==> config.mk <==
export PLATFORM = sky130hd
export DESIGN_NAME = control_pipe_unit
export DESIGN_NICKNAME = d
export VERILOG_FILES = /design/src/rtl/control_pipe_unit.sv
export SDC_FILE = /design/constraint.sdc
export NUM_CORES = 1
export LEC_CHECK = 0
export ABC_AREA = 1
export ABC_CLOCK_PERIOD_IN_PS = 1200
export CAP_MARGIN = 5
export CORE_MARGIN = 1.5
export CORE_UTILIZATION = 40
export CTS_CLUSTER_DIAMETER = 40
export CTS_CLUSTER_SIZE = 20
export DETAILED_ROUTE_END_ITERATION = 12
export GPL_TIMING_DRIVEN = 0
export PLACE_DENSITY = 0.81
export SLEW_MARGIN = 40
export SYNTH_ARGS = -nofsm -noshare
export SYNTH_HDL_FRONTEND = slang
export SYNTH_SLANG_ARGS = --single-unit
==> constraint.sdc <==
create_clock -name clk -period 1.2 [get_ports clk]
set_input_delay 0.24 -clock clk [delete_from_list [all_inputs] [get_ports clk]]
set_output_delay 0.24 -clock clk [all_outputs]
set_load 0.005 [all_outputs]
==> src/rtl/control_pipe_unit.sv <==
`default_nettype none
// ============================================================================
// Module   : control_pipe_unit
// Brief    : Registered, handshaked control-word decoder for the KGP RISC core
//            with multi-cycle memory sequencing, flush and back-pressure.
// Revision : 1.0  initial release
// ============================================================================
module control_pipe_unit #(
    parameter int OP_W       = 6,
    parameter int FN_W       = 6,
    parameter int MEM_CYCLES = 2
) (
    input  logic            clk,
    input  logic            rst,
    input  logic            flush,
    input  logic            in_valid,
    output logic            in_ready,
    input  logic [OP_W-1:0] opcode,
    input  logic [FN_W-1:0] function_val,
    output logic            out_valid,
    input  logic            out_ready,
    output logic [1:0]      reg_dst,
    output logic            reg_write,
    output logic [1:0]      alu_imm,
    output logic            fn,
    output logic [2:0]      logic_fn,
    output logic            fn_class,
    output logic            data_read,
    output logic            data_write,
    output logic [1:0]      regin_data,
    output logic [2:0]      br_type,
    output logic [1:0]      pc_sel,
    output logic            illegal,
    output logic            illegal_err
);

    localparam int CNT_W = (MEM_CYCLES > 1) ? $clog2(MEM_CYCLES) : 1;
    localparam logic [CNT_W-1:0] C_CNT_LOAD = CNT_W'(MEM_CYCLES - 1);

    typedef enum logic [1:0] {
        S_IDLE  = 2'd0,
        S_MEM   = 2'd1,
        S_VALID = 2'd2
    } state_t;

    state_t           state_q;
    logic [18:0]      word_q;
    logic             illegal_q;
    logic             illegal_err_q;
    logic             out_valid_q;
    logic [CNT_W-1:0] cnt_q;

    logic [18:0]      word_d;
    logic             illegal_d;
    logic             hi_bits;
    logic             is_mem;
    logic             capture;

    // Control word layout, MSB first: RD RW AI FN LF FC DR DW RI BR PC
    assign hi_bits = ((opcode >> 6) != '0) || ((function_val >> 6) != '0);

    always_comb begin
        word_d    = '0;
        illegal_d = 1'b0;
        if (hi_bits) begin
            illegal_d = 1'b1;
        end else begin
            case (opcode[5:0])
                6'd0: begin
                    case (function_val[5:0])
                        6'd32:   word_d = 19'b01_1_00_0_000_0_0_0_00_000_00;
                        6'd34:   word_d = 19'b01_1_00_1_000_0_0_0_00_000_00;
                        6'd42:   word_d = 19'b01_1_00_1_000_0_0_0_01_000_00;
                        6'd36:   word_d = 19'b01_1_00_0_000_1_0_0_00_000_00;
                        6'd37:   word_d = 19'b01_1_00_0_001_1_0_0_00_000_00;
                        6'd38:   word_d = 19'b01_1_00_0_010_1_0_0_00_000_00;
                        6'd8:    word_d = 19'b00_0_00_0_000_0_0_0_00_000_10;
                        default: illegal_d = 1'b1;
                    endcase
                end
                6'd12:   word_d = 19'b00_1_01_0_000_0_0_0_00_000_00;
                6'd13:   word_d = 19'b00_1_01_0_000_1_0_0_00_000_00;
                6'd35:   word_d = 19'b00_1_01_0_000_0_1_0_10_000_00;
                6'd43:   word_d = 19'b00_0_01_0_000_0_0_1_00_000_00;
                6'd2:    word_d = 19'b00_0_00_0_000_0_0_0_00_000_01;
                6'd3:    word_d = 19'b10_1_00_0_000_0_0_0_11_000_01;
                6'd4:    word_d = 19'b00_0_00_1_000_0_0_0_00_001_11;
                6'd5:    word_d = 19'b00_0_00_1_000_0_0_0_00_010_11;
                default: illegal_d = 1'b1;
            endcase
        end
    end

    assign is_mem   = word_d[8] | word_d[7];
    assign in_ready = (state_q == S_IDLE) || ((state_q == S_VALID) && out_ready);
    assign capture  = in_ready && in_valid;

    always_ff @(posedge clk) begin
        if (rst) begin
            state_q       <= S_IDLE;
            word_q        <= '0;
            illegal_q     <= 1'b0;
            illegal_err_q <= 1'b0;
            out_valid_q   <= 1'b0;
            cnt_q         <= '0;
        end else if (flush) begin
            state_q     <= S_IDLE;
            word_q      <= '0;
            illegal_q   <= 1'b0;
            out_valid_q <= 1'b0;
            cnt_q       <= '0;
        end else if (capture) begin
            word_q        <= word_d;
            illegal_q     <= illegal_d;
            illegal_err_q <= illegal_err_q | illegal_d;
            if (is_mem) begin
                state_q     <= S_MEM;
                cnt_q       <= C_CNT_LOAD;
                out_valid_q <= 1'b0;
            end else begin
                state_q     <= S_VALID;
                out_valid_q <= 1'b1;
            end
        end else begin
            case (state_q)
                S_MEM: begin
                    if (cnt_q == '0) begin
                        state_q     <= S_VALID;
                        out_valid_q <= 1'b1;
                        word_q[8]   <= 1'b0;
                        word_q[7]   <= 1'b0;
                    end else begin
                        cnt_q <= cnt_q - 1'b1;
                    end
                end
                S_VALID: begin
                    // Only reached when no new instruction follows the accepted one
                    if (out_ready) begin
                        state_q     <= S_IDLE;
                        word_q      <= '0;
                        illegal_q   <= 1'b0;
                        out_valid_q <= 1'b0;
                    end
                end
                default: begin
                    state_q <= state_q;
                end
            endcase
        end
    end

    assign out_valid   = out_valid_q;
    assign illegal     = illegal_q;
    assign illegal_err = illegal_err_q;
    assign reg_dst     = word_q[18:17];
    assign reg_write   = word_q[16];
    assign alu_imm     = word_q[15:14];
    assign fn          = word_q[13];
    assign logic_fn    = word_q[12:10];
    assign fn_class    = word_q[9];
    assign data_read   = word_q[8];
    assign data_write  = word_q[7];
    assign regin_data  = word_q[6:5];
    assign br_type     = word_q[4:2];
    assign pc_sel      = word_q[1:0];

endmodule
`default_nettype wire
==> impl_metrics.json <==
{
  "htreeDepth": 1,
  "synth_top_area_frac": 0.3672,
  "clk_pin_slew_worst_paths_ps": 120,
  "avgRoutedWirePerCell_um": 13.08,
  "synth_cells": 180,
  "violations": "negative setup slack",
  "cts_buffer_depth": 2,
  "die_y_um": 56.50,
  "viasPerCell": 5.162,
  "maxCapViolCount": 0,
  "crit_arrival_ps": 1530,
  "synth_seq_cells": 21,
  "ir_worst_vdd_v": 0.0008008,
  "die_w_um": 56.50,
  "drc": 0,
  "drt-pass1-iter-count": 4,
  "final_cells": 271,
  "ys_seq_area_frac": 0.3672,
  "syn_area_um2": 1145,
  "route.vias.total": 1399,
  "p_per_area_nw_per_um2": 714.3,
  "die_area_um2": 3192,
  "initial_core_util": 0.4188,
  "fin_nets": 258,
  "drt_iter0_drc": 33,
  "whs_ps": 312.6,
  "ant_nets": 0,
  "placed_area_um2": 1551,
  "p_leak_nw": 1.002,
  "fmax_ghz": 0.7786,
  "grt_max_degree": 13,
  "startpoint_type": "register",
  "finalWorstSetupSlack_ps": -84.29,
  "gp_congestion": 0.9077,
  "netlist_top_cells_area": "dfxtp_1, nand2_1, a21oi_1, nand3_1, nor2_1",
  "final_cell_mix": "nand2_1, dlygate4sd2_1, dfxtp_2",
  "overflow": 0,
  "first_global_vias": 1273,
  "num_antenna_cells": 0,
  "hold_buffers": 0,
  "ys_types": 22,
  "antenna_found_initial": 0,
  "synth_warnings": 0,
  "grt_pass1_wl_um": 5368,
  "power_mw": 1.432,
  "synth.avg_cell_area_um2": 6.360,
  "path_class": "reg -> reg",
  "rsz0062_at_grt": "yes",
  "required_ps": 1440,
  "yosys.area.top_type": "dfxtp_1",
  "cts_tree": "built",
  "cts_sinks": 21,
  "period_needed_ps": 1284,
  "cp_max_fo": 4,
  "finalHoldViolCount": 0,
  "setup_viol": 18,
  "num_rows": 19,
  "cts.root.buffer_cell": "clkbuf_4",
  "cp-end-kind": "register",
  "fill_cells": 204,
  "core_area_um2": 2734,
  "worstSkewPairLatency_ps": 320,
  "routed_wirelength_um": 3545,
  "io_buffers": 36,
  "status": "complete, but fails checks",
  "dp_hpwl_um": 1981,
  "hold_path_class": "in -> reg",
  "drive_gt1_frac": 0.4542,
  "placed_cells": 249,
  "ios": 40,
  "cts-buffers-inserted": 3,
  "final_cell_area_um2": 2004,
  "preCtsSetupSlack_ps": -533.9,
  "syn_to_final_growth_pct": 75.08,
  "drv_slew": 0,
  "grt_use_total": 0.2112,
  "finalCritPeriodShare": 1.070,
  "final_common_cell": "nand2_1",
  "skew_ps": 6.931
}
==> synthesized netlist by cell type <==
master    instances
a21oi_1          18
a21oi_2           1
and3_1            1
buf_2             1
buf_4             4
buf_6             1
buf_8             1
clkinv_1          1
conb_1            1
dfxtp_1          21
inv_1            19
inv_2             2
nand2_1          54
nand3_1          17
nand4_1           3
nor2_1           22
nor2_2            3
nor2_4            2
nor3_1            1
o21ai_0           4
o21ai_1           2
or2_1             1
==> metal layers <==
layer  global-route usage  routed length (um)  up-vias
li1                     -                   -      692
met1               0.2507                1509      647
met2               0.3704                1793       48
met3              0.04378                 178       12
met4              0.07823                  63        0
met5                    0                   0        -
==> through the flow <==
| stage | util | TNS [ps] |
|---|---|---|
| after CTS | 0.6778 | -289.0 |
| after global placement | 0.5675 | -9673 |
| final | 0.7332 | -979.1 |
| after floorplan | - | 0 |
| after global routing | 0.7332 | -1787 |
| after detailed placement | 0.5675 | -10020 |
==> final cells by class <==
| type | count | area, um^2 | area share |
|---|---|---|---|
| timing repair buffer | 54 | 513.0 | 0.2559 |
| inverter | 22 | 93.84 | 0.04682 |
| clock inverter | 1 | 5.005 | 0.002497 |
| tap | 31 | 38.79 | 0.01935 |
| sequential | 21 | 450.4 | 0.2247 |
| multi-input combinational | 132 | 815.8 | 0.4070 |
| buffer | 7 | 65.06 | 0.03246 |
| clock buffer | 3 | 22.52 | 0.01124 |
==> repair_timing <==
action | in CTS | in global routing
pin swaps | 18 | 20
resized for setup | 102 | 39
gates cloned | 2 | 0
setup buffers | 13 | 4
endpoints found under the hold margin | 0 | 0
setup endpoints to repair | 41 | 22
==> report_power, final <==
group / switching [mW] / internal, mW / total (mW) / leakage [nW]
logic: 0.198 / 0.175 / 0.373 / 0.804
registers: 0.00690 / 0.704 / 0.710 / 0.180
clock network: 0.223 / 0.125 / 0.348 / 0.0177
total: 0.428 / 1.00 / 1.43 / 1.00
==> path summary, 6_finish.rpt <==
path              startpoint           to  slack, ps  depth (start not counted)
min reg2reg      illegal_err  illegal_err        460                          2
max reg2reg       state_q[1]    word_q[9]        -80                          7
min          function_val[3]   word_q[11]        310                          4
max               state_q[1]    word_q[9]        -80                          7
==> flip-flops by register name, summed over array words and instances (netlist names) <==
signal	flops
state_q	2
illegal	1
cnt_q	1
illegal_err	1
word_q	16
==> critical path, stage by stage, from the launching register on <==
cell     delay (ps)
dfxtp_4         380
buf_6           120
o21ai_4         140
or2_1           140
buf_6           130
buf_6           130
nand2_2          50
a21oi_1         130
==> kinds of logic (layout without fill, tap and decap cells) <==
| logic type | Yosys count | in the layout | synth area share |
|---|---|---|---|
| buf+inv | 29 | 87 | 0.1257 |
| simple gates | 104 | 104 | 0.3913 |
| flops | 21 | 21 | 0.3672 |
| compound gates | 25 | 25 | 0.1126 |
| other cells | 1 | 3 | 0.003276 |
Power figures use the tool's default switching activity.
